**src/rtl/game_round_ctrl.sv**
```systemverilog
// Round/level sequencer: turns win/lose pulses into timed result banners,
// tracks wins and lives, and advances levels or ends the game.
module game_round_ctrl #(
  parameter int unsigned WINS_PER_LEVEL = 5,
  parameter int unsigned MAX_LEVEL      = 9,
  parameter int unsigned LIVES_INIT     = 3,
  parameter int unsigned HOLD_CYCLES    = 50_000_000
) (
  input  logic       clk,
  input  logic       rst,
  input  logic       start,
  input  logic       win_pulse,
  input  logic       lose_pulse,
  output logic       round_active,
  output logic       show_win,
  output logic       show_lose,
  output logic       level_up,
  output logic       game_over,
  output logic       victory,
  output logic [3:0] level,
  output logic [3:0] level_wins,
  output logic [7:0] total_wins,
  output logic [2:0] lives,
  output logic [2:0] state
);

  typedef enum logic [2:0] {
    StIdle     = 3'd0,
    StPlay     = 3'd1,
    StWinHold  = 3'd2,
    StLoseHold = 3'd3,
    StLevelUp  = 3'd4,
    StGameOver = 3'd5,
    StVictory  = 3'd6
  } state_e;

  localparam int unsigned CntW = (HOLD_CYCLES > 1) ? $clog2(HOLD_CYCLES) : 1;
  localparam logic [CntW-1:0] HoldLast   = CntW'(HOLD_CYCLES - 1);
  localparam logic [3:0]      WinsTarget = 4'(WINS_PER_LEVEL);
  localparam logic [3:0]      LevelLast  = 4'(MAX_LEVEL);
  localparam logic [2:0]      LivesInit  = 3'(LIVES_INIT);

  state_e          state_q, state_d;
  logic [3:0]      level_q, level_d;
  logic [3:0]      level_wins_q, level_wins_d;
  logic [7:0]      total_wins_q, total_wins_d;
  logic [2:0]      lives_q, lives_d;
  logic [CntW-1:0] cnt_q, cnt_d;
  logic            hold_done;

  assign hold_done = (cnt_q == HoldLast);

  always_comb begin
    state_d      = state_q;
    level_d      = level_q;
    level_wins_d = level_wins_q;
    total_wins_d = total_wins_q;
    lives_d      = lives_q;
    cnt_d        = cnt_q;
    case (state_q)
      StIdle: begin
        if (start) state_d = StPlay;
      end
      StPlay: begin
        // Win has priority; a simultaneous lose pulse is dropped.
        if (win_pulse) begin
          state_d      = StWinHold;
          level_wins_d = level_wins_q + 4'd1;
          total_wins_d = (total_wins_q == 8'hFF) ? 8'hFF : total_wins_q + 8'd1;
          cnt_d        = '0;
        end else if (lose_pulse) begin
          state_d = StLoseHold;
          lives_d = lives_q - 3'd1;
          cnt_d   = '0;
        end
      end
      StWinHold: begin
        if (hold_done) begin
          cnt_d   = '0;
          state_d = (level_wins_q == WinsTarget) ? StLevelUp : StPlay;
        end else begin
          cnt_d = cnt_q + 1'b1;
        end
      end
      StLoseHold: begin
        if (hold_done) begin
          cnt_d   = '0;
          state_d = (lives_q == 3'd0) ? StGameOver : StPlay;
        end else begin
          cnt_d = cnt_q + 1'b1;
        end
      end
      StLevelUp: begin
        if (level_q < LevelLast) begin
          level_d      = level_q + 4'd1;
          level_wins_d = 4'd0;
          state_d      = StPlay;
        end else begin
          state_d = StVictory;
        end
      end
      StGameOver, StVictory: begin
        if (start) begin
          level_d      = 4'd1;
          level_wins_d = 4'd0;
          total_wins_d = 8'd0;
          lives_d      = LivesInit;
          state_d      = StPlay;
        end
      end
      default: begin
        state_d = StIdle;
      end
    endcase
  end

  // Flags are registered from the next state so they line up with state.
  always_ff @(posedge clk or posedge rst) begin
    if (rst) begin
      state_q      <= StIdle;
      level_q      <= 4'd1;
      level_wins_q <= 4'd0;
      total_wins_q <= 8'd0;
      lives_q      <= LivesInit;
      cnt_q        <= '0;
      round_active <= 1'b0;
      show_win     <= 1'b0;
      show_lose    <= 1'b0;
      level_up     <= 1'b0;
      game_over    <= 1'b0;
      victory      <= 1'b0;
    end else begin
      state_q      <= state_d;
      level_q      <= level_d;
      level_wins_q <= level_wins_d;
      total_wins_q <= total_wins_d;
      lives_q      <= lives_d;
      cnt_q        <= cnt_d;
      round_active <= (state_d == StPlay);
      show_win     <= (state_d == StWinHold);
      show_lose    <= (state_d == StLoseHold);
      level_up     <= (state_d == StLevelUp);
      game_over    <= (state_d == StGameOver);
      victory      <= (state_d == StVictory);
    end
  end

  assign state      = state_q;
  assign level      = level_q;
  assign level_wins = level_wins_q;
  assign total_wins = total_wins_q;
  assign lives      = lives_q;

endmodule
```
**config.mk**
```make
export PLATFORM = sky130hd
export DESIGN_NAME = game_round_ctrl
export DESIGN_NICKNAME = d
export VERILOG_FILES = /design/src/rtl/game_round_ctrl.sv
export SDC_FILE = /design/constraint.sdc
export NUM_CORES = 1
export LEC_CHECK = 0
export BUFFER_PORTS_ARGS = -buffer_cell sky130_fd_sc_hd__buf_2
export CELL_PAD_IN_SITES_DETAIL_PLACEMENT = 1
export CELL_PAD_IN_SITES_GLOBAL_PLACEMENT = 2
export CORE_ASPECT_RATIO = 0.9
export CORE_MARGIN = 10
export CORE_UTILIZATION = 36
export CTS_BUF_LIST = sky130_fd_sc_hd__clkbuf_16
export DETAILED_ROUTE_END_ITERATION = 10
export GPL_ROUTABILITY_DRIVEN = 1
export GPL_TIMING_DRIVEN = 1
export HOLD_SLACK_MARGIN = 0.15
export MAX_ROUTING_LAYER = met4
export PLACE_DENSITY = 0.78
export SYNTH_ARGS = -nofsm -noshare
export SYNTH_HDL_FRONTEND = slang
export SYNTH_SLANG_ARGS = --single-unit
```
**constraint.sdc**
```tcl
create_clock -name clk -period 2.2 [get_ports clk]
set_clock_uncertainty 0.05 [all_clocks]
set_input_delay 0.33 -clock clk [delete_from_list [all_inputs] [get_ports clk]]
set_output_delay 0.33 -clock clk [all_outputs]
set_load 0.05 [all_outputs]
```
==> summary.txt, run 1 <==
Timing
  – Share of the clock period used by the worst path: 0.963
  – Final Hold Vio Count: 0
  – Fmax: 472 MHz
  – Min Tclk post-route: 2.12 ns
  – Slew Viols, Final: 0
  – Max-slew headroom: 0.607
  – Final setup fails: 0
  – Slew @ Worst Pin: 0.586 ns
  – Slack of the critical path: 0.0811 ns

Power
  – Pleak: 1.62 nW
  – Power density of the placed cells: 527 nW/um2
  – Total chip power: 1.82 mW
  – Peak VDD IR: 282 uV

Logic synthesis
  – Most area-consuming cells after synthesis: dfrtp_1 (44%), xor2_1 (5.4%), nor2_1 (5.0%)
  – Cell count after synthesis: 318
  – Yosys warnings: 0
  – Syn Nets: 331
  – Post-synth EDFFs: 0
  – Async set-or-reset flop fraction in the synthesized netlist: 1.00
  – Post-synth cell types: 51
  – Register bit total from synthesis: 54
  – Top_reg_cell synth: dfrtp_1
  – Mapped cell area: 2920 um2
  – Avg Inst Size Synth: 9.17 um2
  – Area share of the leading cell type in the synthesized netlist: 0.438
  – Yosys top cell by area: dfrtp_1
  – Post-synth top cells: dfrtp_1 (51), nor2_1 (39), nand2_1 (31)
  – Count leader, synth: dfrtp_1
  – Sequential area share after synthesis: 0.465

Min path
  – Hold depth: 2
  – Type of the tightest min-delay check: primary input to flip-flop

Setup path
  – Crit end category: flip-flop
  – CP max stage delay: 0.55 ns
  – Critical-path top delay cell: dfstp_2
  – WP data arrival: 2.25 ns
  – Crit Path Category: flip-flop to flip-flop
  – Worst Path Required: 2.33 ns
  – Worst path depth: 8
  – Crit path cell chain: inv_1, ha_1, nor2b_1, o41ai_1, a221oi_1, a41oi_2, buf_4, nor2_1
  – Critical path launch point type: flip-flop
  – R2R depth: 8
  – Crit Path Max Fanout: 4
  – Number of buffers and inverters on the critical path: 2
  – CP delay by family, top: compound AO/OA/AOI/OAI gates

Floorplan
  – Initial Util: 0.367
  – Cell Rows: 31
  – Die area: 12100 um2
  – Ports: 33
  – Die X: 115 um
  – Die H: 105 um
  – Floorplan Core Area: 7950 um2

Clocking
  – Clock-pin transition on the worst setup and hold timing paths: 0.07 ns
  – Cts bufs inserted: 5
  – TritonCTS clock tree: built
  – Clock Path Buffers: 2
  – Clock sink count: 54
  – Root buffer cell: clkbuf_16
  – CTS HTree Levels: 2
  – Clk_lat worst skew: 0.29 ns

Global routing
  – GRT Residual Overflow: 0
  – Vias in the first global route: 2540
  – First-pass GRT wire length: 13000 um
  – Tot GR Track Use: 0.132
  – Initial antenna violation count: 0
  – Pin count of the biggest net entering global routing: 35

Detailed routing
  – TritonRoute pass-1 iters: 4
  – Detail Route Antenna Nets: 0
  – DR vias: 2439
  – Drt drc: 0
  – Wirelength per Cell: 16.0 um
  – 1st-iter DRT viols: 70
  – Vias per cell: 5.25
  – Routed WL: 7460 um

Layout
  – N_diodes: 0
  – Layout cell share with drive strength beyond 1: 0.186
  – Fill cells: 945
  – Nets: 378
  – Syn-to-layout area delta: 18.6%

Place
  – Port buffer count: 32
  – HPWL after detailed placement: 5440 um
  – GP Congestion: 0.780
  – Pre-CTS WS: 0.0232 ns

Run status
  – Status: complete, no violations

Flow run
  – Max-cap violations: 0
==> cell families after synthesis <==
kind of cell	share of synthesized area
simple gates	0.245
compound gates	0.146
flops	0.465
buf+inv	0.0403
xor+xnor	0.0661
fa+ha+maj	0.0343
mux	0.00343
==> stage by stage <==
stage	instance area, um2	setup TNS (ns)	hold slack, ns	instances	util
after floorplan	2920	0	0.362	318	-
after global placement	3280	0	0.333	454	0.413
after detailed placement	3280	0	0.334	454	0.413
after CTS	3440	0	0.243	463	0.432
after global routing	3460	-0.0149	0.267	465	0.435
final	3460	0	0.254	465	0.435
==> power breakdown <==
group          switching (mW)  internal, mW
registers             0.00196         0.997
logic                  0.0434        0.0160
clock network           0.350         0.413
==> worst reg2reg max path: stages (launching register included) <==
cell	delay, ns
dfstp_2	0.55
inv_1	0.07
ha_1	0.19
nor2b_1	0.15
o41ai_1	0.34
a221oi_1	0.19
a41oi_2	0.26
buf_4	0.17
nor2_1	0.03
==> worst paths after layout <==
| check | from | endpoint | slack (ns) |
|---|---|---|---|
| min in group asynchronous | rst | total_wins[6]$_DFFE_PP0P_ | 0.55 |
| max in group asynchronous | rst | victory$_DFF_PP0_ | 1.00 |
| min reg2reg | lives[1]$_DFFE_PP1P_ | lives[1]$_DFFE_PP1P_ | 0.47 |
| max reg2reg | level[0]$_DFFE_PP1P_ | game_over$_DFF_PP0_ | 0.08 |
| max | level[0]$_DFFE_PP1P_ | game_over$_DFF_PP0_ | 0.08 |
| min | start | level[3]$_DFFE_PP0P_ | 0.25 |
==> metal layers <==
layer	global-route usage	wire, um	part of all wire	vias up
met3	0.0340	297	0.040	4
met2	0.193	3340	0.45	34
li1	-	-	-	1212
met5	-	0	0	-
met1	0.179	3760	0.50	1189
met4	0.0318	69	0.0092	0
==> what timing repair did <==
item,4_1_cts,5_1_grt
resized for setup,1,1
endpoints found under the hold margin,17,0
hold buffers,1,0
setup buffers,0,2
endpoints found under the setup margin,1,2
gates cloned,0,0
pin swaps,0,0
==> flip-flops by register name, indices dropped and copies added, names as in the netlist <==
name and cells:
game_over 1, victory 1, round_active 1, total_wins 8, level_up 1, lives 3
level 4, state 3, cnt_q 26, show_win 1, level_wins 4, show_lose 1
==> layout by cell type, fill, tap and decap left out, types with 8 or more instances in the layout <==
cell type  count
nor2_1        39
xor2_1        18
dfrtp_1       51
nand3_1       16
inv_1         18
o21ai_0       17
buf_2         32
buf_4         14
nand2_1       31
a21oi_1       18
ha_1           8
==> area by class of cell <==
cell class              instances  area, um2  area share
inverters                      19       71.3      0.0206
clock buffers                   5        125      0.0362
flip-flops and latches         54       1360       0.392
multi-input cells             236       1450       0.421
well taps                      99        124      0.0358
clock inverters                 3       12.5     0.00362
repair buffers                 49        315      0.0912
Power figures use the tool's default switching activity.
==> run 2: changes to the inputs <==
==> config.mk (replaced) <==
export PLATFORM = sky130hd
export DESIGN_NAME = game_round_ctrl
export DESIGN_NICKNAME = d
export VERILOG_FILES = /design/src/rtl/game_round_ctrl.sv
export SDC_FILE = /design/constraint.sdc
export NUM_CORES = 1
export LEC_CHECK = 0
export ABC_AREA = 1
export BUFFER_PORTS_ARGS = -buffer_cell sky130_fd_sc_hd__buf_2
export CELL_PAD_IN_SITES_DETAIL_PLACEMENT = 1
export CELL_PAD_IN_SITES_GLOBAL_PLACEMENT = 2
export CORE_ASPECT_RATIO = 0.9
export CORE_MARGIN = 10
export CORE_UTILIZATION = 35
export CTS_BUF_LIST = sky130_fd_sc_hd__clkbuf_2
export DETAILED_ROUTE_END_ITERATION = 10
export GPL_ROUTABILITY_DRIVEN = 1
export GPL_TIMING_DRIVEN = 1
export HOLD_SLACK_MARGIN = 0.15
export MAX_ROUTING_LAYER = met4
export PLACE_DENSITY = 0.81
export SYNTH_ARGS = -nofsm -noshare
export SYNTH_HDL_FRONTEND = slang
export SYNTH_SLANG_ARGS = --single-unit
==> run 2 against run 1 <==
Hold slack better by 0.020 ns. Via count up 33%. Largest power group is now combinational logic. Die area up 18%.
==> summary.txt, run 2 <==
Clocking
  – # Post-CTS Setup Buffers: 0 (unchanged)
  – Clock Path Buffers: 2 (unchanged)
  – CTS HTree Levels: 2 (unchanged)
  – Cts bufs inserted: 5 (unchanged)
  – Clk_lat worst skew: 0.46 ns (was 0.29 ns)
  – Root buffer cell: clkbuf_2 (was clkbuf_16)
  – Clock-pin transition on the worst setup and hold timing paths: 0.31 ns (was 0.07 ns)
  – CTS Hold Bufs: 3 (was 1)
  – Clock sink count: 54 (unchanged)
  – # resized after CTS: 0 (was 1)
  – TritonCTS clock tree: built (unchanged)

Logic synthesis
  – Avg Inst Size Synth: 7.14 um2 (was 9.17 um2)
  – Syn Nets: 496 (was 331)
  – Register bit total from synthesis: 54 (unchanged)
  – Synth Area in Compound Gates: 0.0762 (was 0.146)
  – Area share of the leading cell type in the synthesized netlist: 0.370 (was 0.438)
  – Top_reg_cell synth: dfrtp_1 (unchanged)
  – Post-Synth Adder-Cell Area: 0.0290 (was 0.0343)
  – Yosys warnings: 0 (unchanged)
  – Yosys top cell by area: dfrtp_1 (unchanged)
  – Post-synth cell types: 38 (was 51)
  – Main combinational cell family by area after synthesis: simple AND/OR/NAND/NOR gates (unchanged)
  – Count leader, synth: nand2_1 (was dfrtp_1)
  – Cell count after synthesis: 483 (was 318)
  – Post-synth top cells: nand2_1 (128), nor2_1 (68), inv_1 (58), dfrtp_1 (51), nand3_1 (43) (was dfrtp_1 (51), nor2_1 (39), nand2_1 (31))
  – Mapped cell area: 3450 um2 (was 2920 um2)
  – Mux cell area share after synthesis: 0 (was 0.00343)
  – XOR/XNOR share of the synthesized area: 0.0330 (was 0.0661)
  – Most area-consuming cells after synthesis: dfrtp_1 (37%), nand2_1 (14%), nor2_1 (7.4%) (was dfrtp_1 (44%), xor2_1 (5.4%), nor2_1 (5.0%))
  – Sequential area share after synthesis: 0.393 (was 0.465)
  – Async set-or-reset flop fraction in the synthesized netlist: 1.00 (unchanged)
  – Area share of and/or/nand/nor cells after synthesis: 0.383 (was 0.245)
  – Post-synth EDFFs: 0 (unchanged)

Place
  – GP Congestion: 0.875 (was 0.780)
  – HPWL after detailed placement: 8200 um (was 5440 um)
  – DP Area: 3770 um2 (was 3280 um2)
  – Cells after DPL: 640 (was 454)
  – Port buffer count: 32 (unchanged)

Power
  – Power share of the sequential group: 0.398 (was 0.549)
  – Power share of the clock group: 0.138 (was 0.419)
  – Share of total power in combinational logic: 0.465 (was 0.033)
  – Sw frac: 0.503 (was 0.217)
  – Power density of the placed cells: 1040 nW/um2 (was 527 nW/um2)
  – Total chip power: 4.03 mW (was 1.82 mW)
  – Int Pwr: 2.00 mW (was 1.43 mW)
  – Net Sw Power: 2.03 mW (was 0.395 mW)
  – Peak VDD IR: 558 uV (was 282 uV)
  – Pleak: 1.89 nW (was 1.62 nW)

Timing
  – Fmax: 522 MHz (was 472 MHz)
  – Final setup fails: 0 (unchanged)
  – Setup TNS: 0 ns (unchanged)
  – Min Tclk post-route: 1.91 ns (was 2.12 ns)
  – Max-slew headroom: 0.632 (was 0.607)
  – Final Hold Vio Count: 0 (unchanged)
  – Unrepaired setup endpoints after global routing: no
  – Slew @ Worst Pin: 0.551 ns (was 0.586 ns)
  – Slew Viols, Final: 0 (unchanged)
  – Share of the clock period used by the worst path: 0.870 (was 0.963)

Global routing
  – Initial antenna violation count: 0 (unchanged)
  – First-pass GRT wire length: 17500 um (was 13000 um)
  – Tot GR Track Use: 0.152 (was 0.132)
  – Pin count of the biggest net entering global routing: 33 (was 35)
  – Vias in the first global route: 3379 (was 2540)
  – GRT Residual Overflow: 0 (unchanged)

Layout
  – Register Area: 1360 um2 (unchanged)
  – Multi-input logic area: 1800 um2 (was 1450 um2)
  – N_diodes: 0 (unchanged)
  – Post-layout util: 0.401 (was 0.435)
  – Max reg flops: 26 (unchanged)
  – Most flops, register: cnt_q (unchanged)
  – Final Non-Filler Cells: 651 (was 465)
  – Most common cell after layout, fill and taps aside: nand2_1 (was dfrtp_1)
  – Syn-to-layout area delta: 12.2% (was 18.6%)
  – Final std cell area, no fill: 3870 um2 (was 3460 um2)
  – Nets: 537 (was 378)
  – Most frequent cells in the layout: nand2_1 (128), nor2_1 (68), inv_1 (57) (was dfrtp_1 (51), nor2_1 (39), buf_2 (32))
  – Fill cells: 1290 (was 945)
  – Layout cell share with drive strength beyond 1: 0.166 (was 0.186)

Floorplan
  – Ports: 33 (unchanged)
  – Cell Rows: 34 (was 31)
  – Die X: 125 um (was 115 um)
  – Die H: 114 um (was 105 um)
  – Die area: 14200 um2 (was 12100 um2)
  – Initial Util: 0.357 (was 0.367)
  – Floorplan Core Area: 9660 um2 (was 7950 um2)

Setup path
  – WP data arrival: 2.23 ns (was 2.25 ns)
  – CP max stage delay: 0.46 ns (was 0.55 ns)
  – Reg2reg end: cnt_q[3]$_DFFE_PP0P_ (was game_over$_DFF_PP0_)
  – Crit Path Max Fanout: 7 (was 4)
  – R2R depth: 10 (was 8)
  – Crit Path Category: flip-flop to flip-flop (unchanged)
  – Reg2reg setup slack: 0.29 ns (was 0.08 ns)
  – Worst r2r src: cnt_q[1]$_DFFE_PP0P_ (was level[0]$_DFFE_PP1P_)
  – Crit path cell chain: ha_1, nand2_1, nor2_4, nand2_2, nor2_2, nand3_2, nand2_1, nand2_2, inv_2, nor2_1 (was inv_1, ha_1, nor2b_1, o41ai_1, a221oi_1, a41oi_2, buf_4, nor2_1)
  – Critical path launch point type: flip-flop (unchanged)
  – Worst Path Required: 2.51 ns (was 2.33 ns)
  – Crit end category: flip-flop (unchanged)
  – Critical-path top delay cell: dfrtp_1 (was dfstp_2)

Detailed routing
  – TritonRoute pass-1 iters: 5 (was 4)
  – 1st-iter DRT viols: 175 (was 70)
  – Routed WL: 10300 um (was 7460 um)
  – Drt drc: 0 (unchanged)
  – Wirelength per Cell: 15.8 um (was 16.0 um)
  – DR vias: 3252 (was 2439)
  – Vias per cell: 5.00 (was 5.25)
  – Detail Route Antenna Nets: 0 (unchanged)

Min path
  – Hold depth: 5 (was 2)
  – Worst Hold Launch: win_pulse (was start)
  – Type of the tightest min-delay check: primary input to flip-flop (unchanged)
  – Worst Hold Path EP: total_wins[2]$_DFFE_PP0P_ (was level[3]$_DFFE_PP0P_)

Flow run
  – Max-cap violations: 0 (unchanged)

Run status
  – Status: complete, no violations (unchanged)
run 2: layout make-up:
type	count	share of cell area
clock buffers	5	0.00646
clock inverters	3	0.0126
inverters	67	0.0659
multi-input cells	357	0.464
flip-flops and latches	54	0.350
well taps	126	0.0407
repair buffers	39	0.0601
run 2: worst max-delay path, delay by kind of cell, from the launching register on:
family / cells / cell delay (ns)
flops: 1 / 0.46
simple gates: 8 / 0.95
buf+inv: 1 / 0.14
fa+ha+maj: 1 / 0.22
run 2: how the worst max path moves through the flow:
| stage | cells past startpoint | slack [ns] | startpoint | endpoint |
|---|---|---|---|---|
| finish | 10 | 0.29 | cnt_q[1]$_DFFE_PP0P_ | cnt_q[3]$_DFFE_PP0P_ |
| detailed placement | 10 | 0.33 | cnt_q[1]$_DFFE_PP0P_ | cnt_q[25]$_DFFE_PP0P_ |
| floorplan | 9 | 0.41 | state[1]$_DFF_PP0_ | level_wins[0]$_DFFE_PP0P_ |
| CTS | 10 | 0.26 | cnt_q[1]$_DFFE_PP0P_ | cnt_q[25]$_DFFE_PP0P_ |
| global route | 10 | 0.09 | cnt_q[1]$_DFFE_PP0P_ | cnt_q[25]$_DFFE_PP0P_ |
| global placement | 8 | 0.44 | win_pulse | cnt_q[3]$_DFFE_PP0P_ |
run 2: power by group through the flow:
stage                     combinational [mW]  clock (mW)  sequential (mW)
after floorplan                        0.969           0             2.00
after global placement                  1.84           0             1.61
after detailed placement                1.89           0             1.62
after CTS                               1.91       0.588             1.60
after global routing                    2.10       0.619             1.66
final                                   1.87       0.555             1.60
run 2: routing by layer:
metal,global-route usage,up-vias,part of all wire
li1,-,1624,-
met1,0.205,1564,0.50
met2,0.235,52,0.45
met3,0.0222,12,0.032
met4,0.0341,0,0.016
met5,-,-,0
run 2: logic make-up (layout without fill, tap and decap cells):
| group | count (synthesis) | in the layout |
|---|---|---|
| buffers and inverters | 72 | 114 |
| AND/OR/NAND/NOR | 290 | 290 |
| AO/OA/AOI/OAI | 46 | 46 |
| adder cells (fa/ha/maj) | 8 | 8 |
| flip-flops | 54 | 54 |
| XOR/XNOR | 13 | 13 |
run 2: through the flow:
stage,hold slack [ns],setup WS [ns]
floorplan,0.425,0.412
global placement,0.357,0.443
detailed placement,0.369,0.325
CTS,0.235,0.258
global route,0.241,0.0852
finish,0.274,0.285
==> run 3: changes to the inputs <==
--- a/config.mk
+++ b/config.mk
@@ -19,6 +19,7 @@
 export HOLD_SLACK_MARGIN = 0.15
 export MAX_ROUTING_LAYER = met4
 export PLACE_DENSITY = 0.81
+export SETUP_SLACK_MARGIN = 0.3
 export SYNTH_ARGS = -nofsm -noshare
 export SYNTH_HDL_FRONTEND = slang
 export SYNTH_SLANG_ARGS = --single-unit
==> run 3 against run 2 <==
Register-to-register slack improved by 0.12 ns. Combinational power rose by 5%. Design area rose by 2.7%. Die area did not move. Worst setup slack improved by 0.12 ns. Cell count rose by 1.1%. Critical path type unchanged. First-iteration DRC count fell by 15%.
==> summary.txt, run 3 (synthesized netlist as in run 2, its figures left out) <==
Timing
  – WHS: 0.270 ns (was 0.274 ns)
  – Slew Viols, Final: 0 (unchanged)
  – Unrepaired setup endpoints after global routing: yes (was no)
  – Final Hold Vio Count: 0 (unchanged)
  – Min Tclk post-route: 1.79 ns (was 1.91 ns)
  – Final setup fails: 0 (unchanged)
  – Setup TNS: 0 ns (unchanged)
  – Max-slew headroom: 0.637 (was 0.632)
  – Slew @ Worst Pin: 0.543 ns (was 0.551 ns)
  – Slack of the critical path: 0.406 ns (was 0.285 ns)
  – Fmax: 557 MHz (was 522 MHz)
  – Share of the clock period used by the worst path: 0.815 (was 0.870)

Layout
  – Final Non-Filler Cells: 658 (was 651)
  – Nets: 544 (was 537)
  – Most flops, register: cnt_q (unchanged)
  – Max reg flops: 26 (unchanged)
  – Syn-to-layout area delta: 15.2% (was 12.2%)
  – Most common cell after layout, fill and taps aside: nand2_1 (unchanged)
  – Final std cell area, no fill: 3980 um2 (was 3870 um2)
  – Layout cell share with drive strength beyond 1: 0.203 (was 0.166)
  – Most frequent cells in the layout: nand2_1 (126), nor2_1 (64), inv_1 (57) (was nand2_1 (128), nor2_1 (68), inv_1 (57))
  – N_diodes: 0 (unchanged)

Global routing
  – First-pass GRT wire length: 17600 um (was 17500 um)
  – Vias in the first global route: 3391 (was 3379)
  – Initial antenna violation count: 0 (unchanged)
  – GRT Residual Overflow: 0 (unchanged)
  – Tot GR Track Use: 0.153 (was 0.152)
  – Pin count of the biggest net entering global routing: 33 (unchanged)

Clocking
  – Clock sink count: 54 (unchanged)
  – CTS HTree Levels: 2 (unchanged)
  – Root buffer cell: clkbuf_2 (unchanged)
  – Clock Path Buffers: 2 (unchanged)
  – Cts bufs inserted: 5 (unchanged)
  – TritonCTS clock tree: built (unchanged)
  – Clock-pin transition on the worst setup and hold timing paths: 0.32 ns (was 0.31 ns)
  – Clk_lat worst skew: 0.47 ns (was 0.46 ns)

Setup path
  – Critical-path top delay cell: dfrtp_1 (unchanged)
  – WP data arrival: 2.11 ns (was 2.23 ns)
  – Crit Path Max Fanout: 7 (unchanged)
  – Crit Path Category: flip-flop to flip-flop (unchanged)
  – Reg2reg setup slack: 0.41 ns (was 0.29 ns)
  – Critical Path Most Common Cell: nand2_2
  – Critical path launch point type: flip-flop (unchanged)
  – Crit end category: flip-flop (unchanged)
  – CP max stage delay: 0.51 ns (was 0.46 ns)
  – Crit path cell chain: ha_4, nand2_1, nor2_4, nand2_2, nor2_4, nand3_2, nand2_2, nand2_2, inv_4, nor2_1 (was ha_1, nand2_1, nor2_4, nand2_2, nor2_2, nand3_2, nand2_1, nand2_2, inv_2, nor2_1)
  – Worst Path Required: 2.52 ns (was 2.51 ns)

Run status
  – Status: complete, no violations (unchanged)

Detailed routing
  – Detail Route Antenna Nets: 0 (unchanged)
  – Vias per cell: 5.03 (was 5.00)
  – Wirelength per Cell: 15.9 um (was 15.8 um)
  – Routed WL: 10500 um (was 10300 um)
  – 1st-iter DRT viols: 148 (was 175)
  – TritonRoute pass-1 iters: 4 (was 5)
  – DR vias: 3312 (was 3252)
  – Drt drc: 0 (unchanged)

Place
  – Pre-CTS WS: 0.325 ns (unchanged)
  – GP Congestion: 0.875 (unchanged)
  – Cells after DPL: 640 (unchanged)
  – DP Area: 3770 um2 (unchanged)
  – Port buffer count: 32 (unchanged)
  – HPWL after detailed placement: 8200 um (unchanged)

Floorplan
  – Die area: 14200 um2 (unchanged)
  – Initial Util: 0.357 (unchanged)
  – Floorplan Core Area: 9660 um2 (unchanged)
  – Die H: 114 um (unchanged)
  – Die X: 125 um (unchanged)
  – Ports: 33 (unchanged)
  – Cell Rows: 34 (unchanged)

Power
  – Pleak: 1.92 nW (was 1.89 nW)
  – Peak VDD IR: 566 uV (was 558 uV)
  – Power density of the placed cells: 1040 nW/um2 (about the same)

Min path
  – Type of the tightest min-delay check: primary input to flip-flop (unchanged)

Flow run
  – Max-cap violations: 0 (unchanged)
-- run 3: cell count changes in the layout (fill, tap and decap cells not counted) --
cell / previous run / this run
buf_4: 3 / 10
dfrtp_1: 51 / 46
dfrtp_2: 0 / 5
nor2_1: 68 / 64
nor2_2: 5 / 8
nand2_1: 128 / 126
nand2_2: 7 / 9
nand3_1: 43 / 41
nand3_2: 1 / 3
ha_1: 8 / 7
ha_4: 0 / 1
inv_2: 8 / 7
inv_4: 1 / 2
nor2_4: 4 / 5
-- run 3: per-stage QoR --
stage	power (mW)	utilization
2_1_floorplan	2.97	-
3_3_place_gp	3.45	0.390
3_5_place_dp	3.51	0.390
4_1_cts	4.12	0.403
5_1_grt	4.48	0.412
6_report	4.13	0.412
-- run 3: worst paths after layout --
kind / cells past startpoint / start / endpoint
setup / recovery: 10 / cnt_q[0]$_DFFE_PP0P_ / cnt_q[3]$_DFFE_PP0P_
hold reg to reg: 2 / lives[0]$_DFFE_PP1P_ / lives[0]$_DFFE_PP1P_
setup reg to reg: 10 / cnt_q[0]$_DFFE_PP0P_ / cnt_q[3]$_DFFE_PP0P_
hold / removal: 5 / win_pulse / total_wins[2]$_DFFE_PP0P_
max in group asynchronous: 4 / rst / level[0]$_DFFE_PP1P_
min in group asynchronous: 3 / rst / total_wins[7]$_DFFE_PP0P_
-- run 3: layout make-up --
type	count	area (um2)
fill	1285	5680
multi-input combinational	357	1840
sequential	54	1360
timing repair buffer	46	285
inverter	67	258
tap	126	158
clock inverter	3	48.8
clock buffer	5	25.0
-- run 3: report_power, final --
group	internal, mW	switching, mW	leakage, nW	total (mW)
logic	0.586	1.37	1.18	1.96
registers	1.27	0.338	0.695	1.61
clock network	0.200	0.356	0.0411	0.556
-- run 3: layer usage --
metal	vias up	wire [um]	global-route usage	share of wire
li1	1635	-	-	-
met1	1608	5200	0.206	0.50
met2	59	4730	0.238	0.45
met3	10	425	0.0222	0.041
met4	0	136	0.0341	0.013
met5	-	0	-	0
-- run 3: timing repair --
action | in CTS | in global routing
hold endpoints to repair | 26 | 0
hold buffers | 3 | 0
gates resized for setup | 0 | 17
setup endpoints to repair | 7 | 27
gates cloned | 0 | 0
pin swaps | 1 | 1
setup buffers | 3 | 4
-- run 3: worst max-delay path: cells and delay by family (launching register included) --
kind,cells,cell delay [ns]
adders and majority gates,1,0.17
buffers and inverters,1,0.12
DFF,1,0.51
and+or+nand+nor,8,0.84
